**src/rtl/avalon_block_reader_pkg.sv**
```systemverilog
// Shared types and constants for the Avalon-MM block reader.
package avalon_block_reader_pkg;

  localparam int unsigned ADDR_W_DEF       = 16;
  localparam int unsigned DATA_W_DEF       = 32;
  localparam int unsigned LEN_W_DEF        = 17;
  localparam int unsigned READ_LATENCY_DEF = 1;
  localparam int unsigned FIFO_DEPTH_DEF   = 4;

  localparam logic [DATA_W_DEF/8-1:0] BYTEENABLE_ALL = '1;

  typedef enum logic [1:0] {
    IDLE  = 2'd0,
    ISSUE = 2'd1,
    DRAIN = 2'd2
  } state_e;

  // Count must represent 0..depth inclusive.
  function automatic int unsigned fifo_cnt_w(input int unsigned depth);
    return $clog2(depth) + 1;
  endfunction

endpackage

```
**src/rtl/avalon_block_reader_sync_fifo.sv**
```systemverilog
// First-word-fall-through FIFO with synchronous active-high reset and occupancy count.
module sync_fifo_fwft #(
  parameter int unsigned DATA_W = 32,
  parameter int unsigned DEPTH  = 4,
  parameter int unsigned CNT_W  = 3
) (
  input  logic              clk,
  input  logic              reset,
  input  logic              push_i,
  input  logic [DATA_W-1:0] data_i,
  input  logic              pop_i,
  output logic [DATA_W-1:0] data_o,
  output logic [CNT_W-1:0]  count_o,
  output logic              full_o,
  output logic              empty_o
);

  localparam int unsigned PTR_W = (DEPTH > 1) ? $clog2(DEPTH) : 1;

  logic [DATA_W-1:0] mem_q [DEPTH];
  logic [PTR_W-1:0]  wr_ptr_q, wr_ptr_d;
  logic [PTR_W-1:0]  rd_ptr_q, rd_ptr_d;
  logic [CNT_W-1:0]  count_q, count_d;
  logic              do_push, do_pop;

  assign empty_o = (count_q == '0);
  assign full_o  = (count_q == CNT_W'(DEPTH));
  assign count_o = count_q;
  assign data_o  = mem_q[rd_ptr_q];

  // A push into a full FIFO is only honoured when a pop frees the slot.
  assign do_pop  = pop_i && !empty_o;
  assign do_push = push_i && (!full_o || do_pop);

  always_comb begin
    wr_ptr_d = wr_ptr_q;
    rd_ptr_d = rd_ptr_q;
    count_d  = count_q;
    if (do_push) wr_ptr_d = wr_ptr_q + PTR_W'(1);
    if (do_pop)  rd_ptr_d = rd_ptr_q + PTR_W'(1);
    case ({do_push, do_pop})
      2'b10:   count_d = count_q + CNT_W'(1);
      2'b01:   count_d = count_q - CNT_W'(1);
      default: count_d = count_q;
    endcase
  end

  always_ff @(posedge clk) begin
    if (reset) begin
      wr_ptr_q <= '0;
      rd_ptr_q <= '0;
      count_q  <= '0;
    end else begin
      wr_ptr_q <= wr_ptr_d;
      rd_ptr_q <= rd_ptr_d;
      count_q  <= count_d;
    end
  end

  always_ff @(posedge clk) begin
    if (do_push) mem_q[wr_ptr_q] <= data_i;
  end

endmodule

```
**src/rtl/avalon_block_reader.sv**
```systemverilog
// Avalon-MM read master streaming a contiguous word block out through a valid/ready port.
// Optional running checksum output enabled by AVALON_BLOCK_READER_CHECKSUM_EN.
module avalon_block_reader
  import avalon_block_reader_pkg::*;
#(
  parameter int unsigned ADDR_W       = ADDR_W_DEF,
  parameter int unsigned DATA_W       = DATA_W_DEF,
  parameter int unsigned LEN_W        = LEN_W_DEF,
  parameter int unsigned READ_LATENCY = READ_LATENCY_DEF,
  parameter int unsigned FIFO_DEPTH   = FIFO_DEPTH_DEF
) (
  input  logic                clk,
  input  logic                reset,
  input  logic                start,
  input  logic [ADDR_W-1:0]   start_addr,
  input  logic [LEN_W-1:0]    length,
  output logic                busy,
  output logic                done,
  output logic [ADDR_W-1:0]   avm_address,
  output logic                avm_chipselect,
  output logic                avm_read,
  output logic [DATA_W/8-1:0] avm_byteenable,
  input  logic [DATA_W-1:0]   avm_readdata,
  output logic [DATA_W-1:0]   st_data,
  output logic                st_valid,
  input  logic                st_ready,
  output logic                st_sop,
  output logic                st_eop
`ifdef AVALON_BLOCK_READER_CHECKSUM_EN
  ,
  output logic [31:0]         checksum
`endif
);

  localparam int unsigned CNT_W = fifo_cnt_w(FIFO_DEPTH);

  state_e                  state_q, state_d;
  logic [ADDR_W-1:0]       addr_q, addr_d;
  logic [LEN_W-1:0]        iss_left_q, iss_left_d;
  logic [LEN_W-1:0]        len_q, len_d;
  logic [LEN_W-1:0]        out_idx_q, out_idx_d;
  logic [READ_LATENCY-1:0] pipe_q, pipe_d;
  logic                    busy_q, busy_d;
  logic                    done_q, done_d;
  logic                    issue_c;
  logic                    credit_ok;
  logic                    st_fire;
  logic                    fifo_push;
  logic                    fifo_full;
  logic                    fifo_empty;
  logic [CNT_W-1:0]        fifo_count;

  // Every in-flight read already owns a FIFO slot, so returned data can never overflow.
  assign credit_ok = (32'($countones(pipe_q)) + 32'(fifo_count)) < FIFO_DEPTH;
  assign fifo_push = pipe_q[READ_LATENCY-1];
  assign st_fire   = st_valid && st_ready;

  assign busy           = busy_q;
  assign done           = done_q;
  assign avm_address    = addr_q;
  assign avm_read       = issue_c;
  assign avm_chipselect = issue_c;
  assign avm_byteenable = '1;
  assign st_valid       = !fifo_empty;
  assign st_sop         = st_valid && (out_idx_q == '0);
  assign st_eop         = st_valid && (out_idx_q == len_q - LEN_W'(1));

  always_comb begin
    state_d    = state_q;
    addr_d     = addr_q;
    iss_left_d = iss_left_q;
    len_d      = len_q;
    out_idx_d  = out_idx_q;
    busy_d     = busy_q;
    done_d     = 1'b0;
    issue_c    = 1'b0;
    pipe_d     = READ_LATENCY'({pipe_q, 1'b0});
    case (state_q)
      IDLE: begin
        if (start) begin
          if (length == '0) begin
            done_d = 1'b1;
          end else begin
            addr_d     = start_addr;
            iss_left_d = length;
            len_d      = length;
            out_idx_d  = '0;
            busy_d     = 1'b1;
            state_d    = ISSUE;
          end
        end
      end
      ISSUE: begin
        if (credit_ok) begin
          issue_c    = 1'b1;
          addr_d     = addr_q + ADDR_W'(1);
          iss_left_d = iss_left_q - LEN_W'(1);
          if (iss_left_q == LEN_W'(1)) state_d = DRAIN;
        end
      end
      DRAIN: begin
        if (st_fire && st_eop) begin
          done_d  = 1'b1;
          busy_d  = 1'b0;
          state_d = IDLE;
        end
      end
      default: state_d = IDLE;
    endcase
    pipe_d = READ_LATENCY'({pipe_q, issue_c});
    if (st_fire) out_idx_d = out_idx_q + LEN_W'(1);
  end

  always_ff @(posedge clk) begin
    if (reset) begin
      state_q    <= IDLE;
      addr_q     <= '0;
      iss_left_q <= '0;
      len_q      <= '0;
      out_idx_q  <= '0;
      pipe_q     <= '0;
      busy_q     <= 1'b0;
      done_q     <= 1'b0;
    end else begin
      state_q    <= state_d;
      addr_q     <= addr_d;
      iss_left_q <= iss_left_d;
      len_q      <= len_d;
      out_idx_q  <= out_idx_d;
      pipe_q     <= pipe_d;
      busy_q     <= busy_d;
      done_q     <= done_d;
    end
  end

  sync_fifo_fwft #(
    .DATA_W (DATA_W),
    .DEPTH  (FIFO_DEPTH),
    .CNT_W  (CNT_W)
  ) u_fifo (
    .clk     (clk),
    .reset   (reset),
    .push_i  (fifo_push),
    .data_i  (avm_readdata),
    .pop_i   (st_fire),
    .data_o  (st_data),
    .count_o (fifo_count),
    .full_o  (fifo_full),
    .empty_o (fifo_empty)
  );

  always_ff @(posedge clk) begin
    if (!reset) assert (!(fifo_push && fifo_full && !st_fire));
  end

`ifdef AVALON_BLOCK_READER_CHECKSUM_EN
  logic [31:0] csum_q;

  // Holds its value after done until the next start clears it.
  always_ff @(posedge clk) begin
    if (reset) begin
      csum_q <= '0;
    end else if (state_q == IDLE && start) begin
      csum_q <= '0;
    end else if (st_fire) begin
      csum_q <= csum_q + 32'(st_data);
    end
  end

  assign checksum = csum_q;
`endif

endmodule

```
**config.mk**
```make
export PLATFORM = sky130hd
export DESIGN_NAME = avalon_block_reader
export DESIGN_NICKNAME = d
export VERILOG_FILES = /design/src/rtl/avalon_block_reader_pkg.sv /design/src/rtl/avalon_block_reader_sync_fifo.sv /design/src/rtl/avalon_block_reader.sv
export SDC_FILE = /design/constraint.sdc
export NUM_CORES = 1
export LEC_CHECK = 0
export CAP_MARGIN = 20
export CORE_ASPECT_RATIO = 1.5
export CORE_MARGIN = 4
export CORE_UTILIZATION = 50
export CTS_BUF_LIST = sky130_fd_sc_hd__clkbuf_4
export CTS_CLUSTER_SIZE = 25
export DETAILED_ROUTE_END_ITERATION = 8
export PLACE_DENSITY = 0.76
export SLEW_MARGIN = 20
export SYNTH_ARGS = -nofsm -noshare
export SYNTH_HDL_FRONTEND = slang
export SYNTH_HIERARCHICAL = 1
export SYNTH_SLANG_ARGS = --single-unit
```
**constraint.sdc**
```tcl
create_clock -name clk -period 3.95 [get_ports clk]
set_input_delay 0.5925 -clock clk [delete_from_list [all_inputs] [get_ports clk]]
set_output_delay 0.5925 -clock clk [all_outputs]
set_load 0.05 [all_outputs]
```
==> results.md, run 1 <==
* WL final at 21.4 mm
* Sequential cell area at 5470 sq um
* Mapped Avg Cell Area at 12.0 sq um
* # DRC at 0
* Die Span Y at 177 microns
* Die area at 21300 sq um
* CP Data Required Time at 3360 ps
* Largest net degree at the start of global routing at 59
* H-tree level count at 2
* Top-Level Pins at 128
* Final Cycle Share at 93.6%
* Synthesis warning total at 6
* Core Rows at 61
* RSZ-0062 raised after global routing: false
* Max-cap violation count at 0
* TritonCTS Buffers at 49
* Clock root buffer: clkbuf_4
* PwrDens at 427 nW/um^2
* RR Endpoint: u_fifo/mem_q[1][3]
* CTS tree: done
* Routed vias at 6871
* Area of the core at 18600 sq um
* Finished Layout Cells at 1224
* I/O Buffers at 123
* Initial Util at 51.0%
* Vias per inst at 5.61
* Max Clock Freq at 270 MHz
* Endpoints failing setup at 0
* Clock-pin slew on the worst setup and hold paths at 70 ps
* Multi-input gate area at 3720 sq um
* Crit path time final at 3700 ps
* Global-route wire length before repair at 35.0 mm
* CP Cell Sequence: nor3_1 -> nor4_1 -> nand4_1 -> nor4b_1 -> clkdlybuf4s50_1
* CTS sink count at 209
* R2R Path Start: u_fifo/count_o[0]
* Worst skew pair latency at 640 ps
* HPWL Detailed at 14.9 mm
* Count of mapped cells out of synthesis at 795
* Reg2Reg Depth at 9
* Vias in the first global route at 7019
* Placed cell count at 1138
* WP data arrival at 3110 ps
* Routed WL per cell at 17.5 microns
* Worst Setup End Kind: output port
* Hold Vio Cnt, Final at 0
* Layout cells sized above 1 at 15.7%
* Mapped Area at 9500 sq um
* Startpoint Class: flop
* Total congestion overflow at 0
* Area delta synth->final at 22.1%
* Peak supply drop at 0.230 mV
* Slew @ Worst Pin at 757 ps
* Crit-path max FO at 10
* Final GP Congestion at 0.871
* Worst Setup EP: st_sop
* CP max stage cell: clkdlybuf4s50_1
* R2R setup slack at 860 ps
* Worst path depth at 5
* Final #Nets at 1017
* Final Power at 4.95 mW
* Pins Over Slew Limit at 0
* Router iterations before antenna repair at 6
* Clock Path Buffers at 3
* Routed Antenna Nets at 0
* Initial antenna violation count at 1
* Setup TNS at 0 ps
* Hold/Removal Path Class: reg2reg
* Die width at 121 microns
* Total track usage at 20.3%
* CP peak stage delay at 920 ps
* Buf+Inv Stages, Crit Path at 1
* Status: finished, final reports clean
* Leakage power at 3.99 nW
* Critical path origin: u_fifo/count_o[0]
* Slew margin rel. at 49.6%
* Crit-path leading delay family: simple AND/OR/NAND/NOR gates
* Setup Skew at 33.3 ps
* Fill cell count at 1505
* Number of DRC markers in iteration 0 at 396
* WS Path Type: reg2out
## worst min-delay path, delay by kind of cell (launching register included)
family | cells | cell delay, ps
and+or+nand+nor | 1 | 50
AOI/OAI and AO/OA | 1 | 50
DFF | 1 | 310
## power breakdown
group,switching [mW],internal (mW)
Combinational,0.429,0.293
Sequential,0.0818,2.39
Clock,0.798,0.963
Total,1.31,3.65
## metrics by stage
step	hold WS (ps)	instance area (sq um)	setup slack, ps	utilization [%]
after floorplan	432	9520	830	-
after global placement	442	11000	504	58.9
after detailed placement	450	11000	433	58.9
after CTS	452	11600	1.05	62.3
after global routing	485	11600	16.7	62.3
final	457	11600	251	62.3
## worst min path at each step
| stage | cells after the start | endpoint | slack, ps | start |
|---|---|---|---|---|
| finish | 2 | iss_left_q[1] | 460 | iss_left_q[1] |
| global route | 2 | u_fifo/rd_ptr_q[0] | 490 | reset |
| CTS | 2 | u_fifo/wr_ptr_q[0] | 450 | reset |
| detailed placement | 2 | iss_left_q[1] | 450 | iss_left_q[1] |
| global placement | 2 | iss_left_q[1] | 440 | iss_left_q[1] |
| floorplan | 2 | iss_left_q[1] | 430 | iss_left_q[1] |
## routing by layer
layer / share of wire, % / track usage, % / vias up
met4: 2.1 / 7.23 / 0
met2: 55 / 37.8 / 204
met3: 4.7 / 4.76 / 40
li1: - / - / 3312
met1: 39 / 22.4 / 3315
met5: 0 / 0 / -
## layout make-up
class	instances	area share, %
flip-flops and latches	209	47.1
multi-input cells	513	32.1
repair buffers	140	11.7
clock buffers	72	4.66
well taps	252	2.72
clock inverters	13	0.895
inverters	24	0.776
diodes	1	0.0216
## sequential cells by signal, summed over array words and instances (netlist names), named ones only
name	flops
state_q	2
u_fifo/mem_q	128
busy	1
fifo_push	1
avm_address	16
out_idx_q	17
u_fifo/wr_ptr_q	2
u_fifo/count_o	3
len_q	17
u_fifo/rd_ptr_q	2
iss_left_q	17
done	1
## what timing repair did
item | CTS | global route
cloned | 0 | 0
setup buffers | 0 | 0
hold buffers | 0 | 0
endpoints found under the setup margin | 1 | 1
gates resized for setup | 2 | 1
## cells in the final DEF, fill, tap and decap left out, types with 10 or more instances in the layout
master,instances
mux2i_1,15
clkbuf_4,72
dfxtp_1,80
a211oi_1,22
buf_4,16
edfxtp_1,128
nor4_1,13
nand4_1,16
nor3_1,11
a21oi_1,41
ha_1,10
nand2_1,64
clkdlybuf4s50_1,121
nor2_1,76
mux4_2,32
xnor2_1,24
inv_1,24
nand3_1,22
xor2_1,11
o21ai_0,33
Note: power is estimated with default switching activity, not from simulation.
==> run 2: changes to the inputs <==
--- a/config.mk
+++ b/config.mk
@@ -6,13 +6,16 @@
 export NUM_CORES = 1
 export LEC_CHECK = 0
 export CAP_MARGIN = 20
+export CELL_PAD_IN_SITES_DETAIL_PLACEMENT = 0
+export CELL_PAD_IN_SITES_GLOBAL_PLACEMENT = 1
 export CORE_ASPECT_RATIO = 1.5
 export CORE_MARGIN = 4
-export CORE_UTILIZATION = 50
+export CORE_UTILIZATION = 46
 export CTS_BUF_LIST = sky130_fd_sc_hd__clkbuf_4
 export CTS_CLUSTER_SIZE = 25
 export DETAILED_ROUTE_END_ITERATION = 8
-export PLACE_DENSITY = 0.76
+export GPL_TIMING_DRIVEN = 0
+export PLACE_DENSITY = 0.89
 export SLEW_MARGIN = 20
 export SYNTH_ARGS = -nofsm -noshare
 export SYNTH_HDL_FRONTEND = slang
==> results.md, run 2 (synthesis results as in run 1) <==
* Commonest non-fill, non-tap cell in the layout: edfxtp_1
* Area delta synth->final at 23.9%
* Routed vias at 7144
* Die Span Y at 184 microns
* Worst Setup End Kind: output port
* RR Endpoint: u_fifo/mem_q[0][20]
* Leakage power at 4.02 nW
* # DRC at 0
* Total track usage at 20.7%
* Number of DRC markers in iteration 0 at 396
* TritonCTS Buffers at 50
* Startpoint Class: flop
* CP peak stage delay at 440 ps
* Initial Util at 46.7%
* Slew margin rel. at 39.4%
* Final WS setup at 267 ps
* WP data arrival at 3090 ps
* Crit-path max FO at 10
* Final Power at 4.89 mW
* Layout cells sized above 1 at 14.8%
* Largest Register: u_fifo/mem_q
* HPWL Detailed at 17.4 mm
* Max FFs per register at 128
* WS Path Type: reg2out
* CP Cell Sequence: inv_1 -> ha_1 -> clkbuf_8 -> nand2b_1 -> o211a_1 -> o31ai_2 -> nand4_1 -> a2111o_1 -> nor2_1 -> buf_2
* Pins Over Slew Limit at 0
* Hold slack at 455 ps
* Initial antenna violation count at 1
* CP Data Required Time at 3360 ps
* Routed WL per cell at 18.8 microns
* WL final at 23.9 mm
* Status: finished, final reports clean
* Endpoints failing setup at 0
* Worst skew pair latency at 620 ps
* Routed Antenna Nets at 0
* Final GP Congestion at 0.903
* Largest net degree at the start of global routing at 24
* Die area at 23100 sq um
* Final #Nets at 1057
* Peak supply drop at 0.222 mV
* Fill cell count at 1739
* Crit path time final at 3680 ps
* Most frequent cells in the layout: edfxtp_1 (128), clkdlybuf4s50_1 (122), dfxtp_1 (81)
* Pre-CTS setup slack at 342 ps
* Top-Level Pins at 128
* Hold_buf cts at 0
* Finished Layout Cells at 1272
* R2R Path Start: u_fifo/count_o[0]
* Router iterations before antenna repair at 5
* Clock root buffer: clkbuf_4
* Hold Path Cell Cnt at 2
* R2R setup slack at 430 ps
* Vias in the first global route at 7315
* I/O Buffers at 123
* Max Clock Freq at 272 MHz
* Max-cap violation count at 0
* Final Cycle Share at 93.2%
* Worst Hold Path EP: iss_left_q[1]
* Area of the core at 20300 sq um
* Total congestion overflow at 0
* CTS tree: done
* PwrDens at 415 nW/um^2
* Vias per inst at 5.62
* Slew @ Worst Pin at 902 ps
* Die width at 125 microns
* Placed cell count at 1189
* Hold Vio Cnt, Final at 0
* Setup TNS at 0 ps
* Clock-pin slew on the worst setup and hold paths at 60 ps
* Clock Path Buffers at 3
* Global-route wire length before repair at 38.2 mm
* RSZ-0062 raised after global routing: false
* Setup Skew at 26.6 ps
* CP max stage cell: dfxtp_1
* Setup Fix Bufs, Post-CTS at 0
* H-tree level count at 2
* CTS sink count at 209
* Worst Min Path Start: iss_left_q[1]
* Core Rows at 64
* Hold/Removal Path Class: reg2reg
* Reg2Reg Depth at 10
[run 2: repair_timing]
item,4_1_cts,5_1_grt
gates cloned,0,0
gates resized for setup,3,2
setup endpoints to repair,1,1
[run 2: metal layers]
metal	global-route usage, %	vias up	wire, microns
met5	0	-	0
met2	39.2	286	12900
met4	9.72	0	924
met3	3.28	65	1360
met1	22.4	3413	8760
li1	-	3380	-
[run 2: per-stage QoR]
step           util [%]  area (sq um)
2_1_floorplan         -          9520
3_3_place_gp       54.5         11100
3_5_place_dp       55.0         11200
4_1_cts            57.9         11800
5_1_grt            57.9         11800
6_report           57.9         11800
[run 2: how the worst max path moves through the flow]
stage | startpoint | endpoint | slack (ps) | depth (start not counted)
final | len_q[0] | st_eop | 270 | 10
after global routing | len_q[0] | st_eop | 110 | 10
after CTS | len_q[0] | st_eop | 90 | 10
after detailed placement | len_q[0] | st_eop | 340 | 10
after global placement | st_ready | u_fifo/mem_q[0][29] | -150 | 7
after floorplan | u_fifo/count_o[0] | u_fifo/mem_q[0][0] | 830 | 9
[run 2: layout make-up]
type / instances / area (sq um) / share of cell area [%]
sequential: 209 / 5470 / 46.4
buffer: 52 / 250 / 2.12
multi-input combinational: 513 / 3710 / 31.5
inverter: 24 / 90.1 / 0.765
antenna: 1 / 2.50 / 0.0212
timing repair buffer: 127 / 1330 / 11.3
tap: 264 / 330 / 2.80
clock buffer: 68 / 510 / 4.33
clock inverter: 14 / 83.8 / 0.712
[run 2: critical path, delay by kind of cell, from the launching register on]
| family | cells | cell delay, ps |
|---|---|---|
| AOI/OAI and AO/OA | 3 | 760 |
| adders and majority gates | 1 | 250 |
| buffers and inverters | 3 | 550 |
| DFF | 1 | 440 |
| and+or+nand+nor | 3 | 470 |
[run 2: power by group]
part           leakage, nW  total [mW]  switching (mW)  internal (mW)
combinational         1.86       0.769           0.468          0.301
clock                0.348        1.66           0.804          0.856
sequential            1.82        2.46          0.0708           2.39
==> run 3: changes to the inputs <==
--- a/config.mk
+++ b/config.mk
@@ -10,12 +10,12 @@
 export CELL_PAD_IN_SITES_GLOBAL_PLACEMENT = 1
 export CORE_ASPECT_RATIO = 1.5
 export CORE_MARGIN = 4
-export CORE_UTILIZATION = 46
+export CORE_UTILIZATION = 49
 export CTS_BUF_LIST = sky130_fd_sc_hd__clkbuf_4
 export CTS_CLUSTER_SIZE = 25
 export DETAILED_ROUTE_END_ITERATION = 8
 export GPL_TIMING_DRIVEN = 0
-export PLACE_DENSITY = 0.89
+export PLACE_DENSITY = 0.93
 export SLEW_MARGIN = 20
 export SYNTH_ARGS = -nofsm -noshare
 export SYNTH_HDL_FRONTEND = slang
==> constraint.sdc (replaced) <==
create_clock -name clk -period 4.6 [get_ports clk]
set_input_delay 0.69 -clock clk [delete_from_list [all_inputs] [get_ports clk]]
set_output_delay 0.69 -clock clk [all_outputs]
set_load 0.05 [all_outputs]
==> results.md, run 3 (synthesis results as in run 1) <==
* Hold_buf cts at 0
* Worst skew pair latency at 640 ps
* R2R setup slack at 1260 ps
* Setup Fix Bufs, Post-CTS at 0
* Pins Over Slew Limit at 0
* RSZ-0062 raised after global routing: false
* Clk pwr share at 34.4%
* Die area at 21700 sq um
* Peak supply drop at 0.207 mV
* Crit-path max FO at 10
* Vias per inst at 5.68
* Grt met2 use at 42.7%
* Final Cycle Share at 94.7%
* Slew @ Worst Pin at 773 ps
* Clock Path Buffers at 3
* Initial antenna violation count at 1
* HPWL Detailed at 17.5 mm
* Routed vias at 7201
* WP data arrival at 3670 ps
* Hold/Removal Path Class: reg2reg
* Endpoints failing setup at 0
* Setup Skew at 38.5 ps
* # DRC at 0
* Critical path origin: len_q[0]
* Most frequent cells in the layout: edfxtp_1 (128), clkdlybuf4s50_1 (123), dfxtp_1 (81)
* Layout cells sized above 1 at 14.8%
* I/O Buffers at 123
* M3 GR Usage at 3.78%
* Worst Setup EP: st_eop
* WL final at 24.4 mm
* WS Path Type: reg2out
* Router iterations before antenna repair at 5
* Max Clock Freq at 230 MHz
* Setup TNS at 0 ps
* Initial Util at 49.8%
* Leakage power at 4.03 nW
* Die Span Y at 179 microns
* Internal at 3.05 mW
* Switching Share at 27.9%
* Design area at 11800 sq um
* Status: finished, final reports clean
* Global-route wire length before repair at 38.5 mm
* GR Util met1 at 25.3%
* CTS sink count at 209
* Max FFs per register at 128
* CP Data Required Time at 3910 ps
* Area of the core at 19100 sq um
* Core Rows at 62
* Switching Power at 1.18 mW
* Die width at 122 microns
* Largest net degree at the start of global routing at 29
* Slew margin rel. at 48.5%
* PwrDens at 359 nW/um^2
* Final GP Congestion at 0.923
* Clock-pin slew on the worst setup and hold paths at 60 ps
* RR Endpoint: u_fifo/mem_q[2][17]
* Vias in the first global route at 7347
* Worst Setup End Kind: output port
* Hold Vio Cnt, Final at 0
* Post-DP Area at 11200 sq um
* R2R Path Start: u_fifo/count_o[0]
* Area delta synth->final at 23.9%
* Total congestion overflow at 0
* Commonest non-fill, non-tap cell in the layout: edfxtp_1
* Top-Level Pins at 128
* Final #Nets at 1056
* TritonCTS Buffers at 49
* CTS tree: done
* Crit path time final at 4360 ps
* H-tree level count at 2
* Flop pwr share at 50.0%
* Total track usage at 22.7%
* Routed Antenna Nets at 0
* Post-cts sizing count at 0
* GRT Max-Usage Layer: met2
* Reg2Reg Depth at 10
* Routed WL per cell at 19.3 microns
* Largest Register: u_fifo/mem_q
* Max-cap violation count at 0
* Number of DRC markers in iteration 0 at 447
* Clock root buffer: clkbuf_4
* Comb power frac at 15.6%
* Startpoint Class: flop
-- run 3: changes by cell type in the layout (fill, tap and decap cells not counted), sizes merged --
cell | before | now
clkinv | 12 | 16
clkdlybuf4s50 | 122 | 123
buf | 23 | 22
-- run 3: worst max-delay path, cell delays in order (launching register included) --
cell	delay (ps)
dfxtp_1	440
inv_1	70
ha_1	250
clkbuf_8	180
nand2b_1	150
o211a_1	140
o31ai_2	200
nand4_1	120
a2111o_1	440
nor2_1	220
clkdlybuf4s50_1	840
-- run 3: final cells by class --
type | instances | area (sq um)
antenna | 1 | 2.50
buffer | 52 | 250
clock buffer | 68 | 510
clock inverter | 18 | 101
fill | 1569 | 7310
inverter | 24 | 90.1
multi-input combinational | 513 | 3710
sequential | 209 | 5470
tap | 256 | 320
timing repair buffer | 127 | 1320
-- run 3: how the worst min path moves through the flow --
| stage | cells past startpoint | slack [ps] | endpoint | from |
|---|---|---|---|---|
| floorplan | 2 | 430 | iss_left_q[1] | iss_left_q[1] |
| global placement | 2 | 440 | iss_left_q[1] | iss_left_q[1] |
| detailed placement | 2 | 460 | iss_left_q[1] | iss_left_q[1] |
| CTS | 2 | 470 | iss_left_q[1] | iss_left_q[1] |
| global route | 2 | 480 | iss_left_q[1] | iss_left_q[1] |
| finish | 2 | 470 | iss_left_q[1] | iss_left_q[1] |
-- run 3: power by group through the flow --
stage | Clock [mW] | Sequential (mW) | Combinational, mW
after floorplan | 0 | 2.20 | 0.365
after global placement | 0 | 2.15 | 0.643
after detailed placement | 0 | 2.15 | 0.656
after CTS | 1.50 | 2.11 | 0.659
after global routing | 1.60 | 2.12 | 0.710
final | 1.46 | 2.11 | 0.661
-- run 3: through the flow --
stage | cells | utilization (%) | total power [mW] | worst slack, ps | hold WS (ps)
finish | 1268 | 61.7 | 4.23 | 245 | 473
global route | 1268 | 61.7 | 4.43 | 53.1 | 482
CTS | 1267 | 61.7 | 4.27 | 208 | 468
detailed placement | 1181 | 58.5 | 2.81 | 878 | 460
global placement | 1177 | 58.0 | 2.79 | 461 | 440
floorplan | 798 | - | 2.56 | 1420 | 432
-- run 3: routing by layer --
metal	vias up	routed length (microns)
li1	3386	-
met1	3462	9030
met2	298	13200
met3	55	1490
met4	0	726
met5	-	0
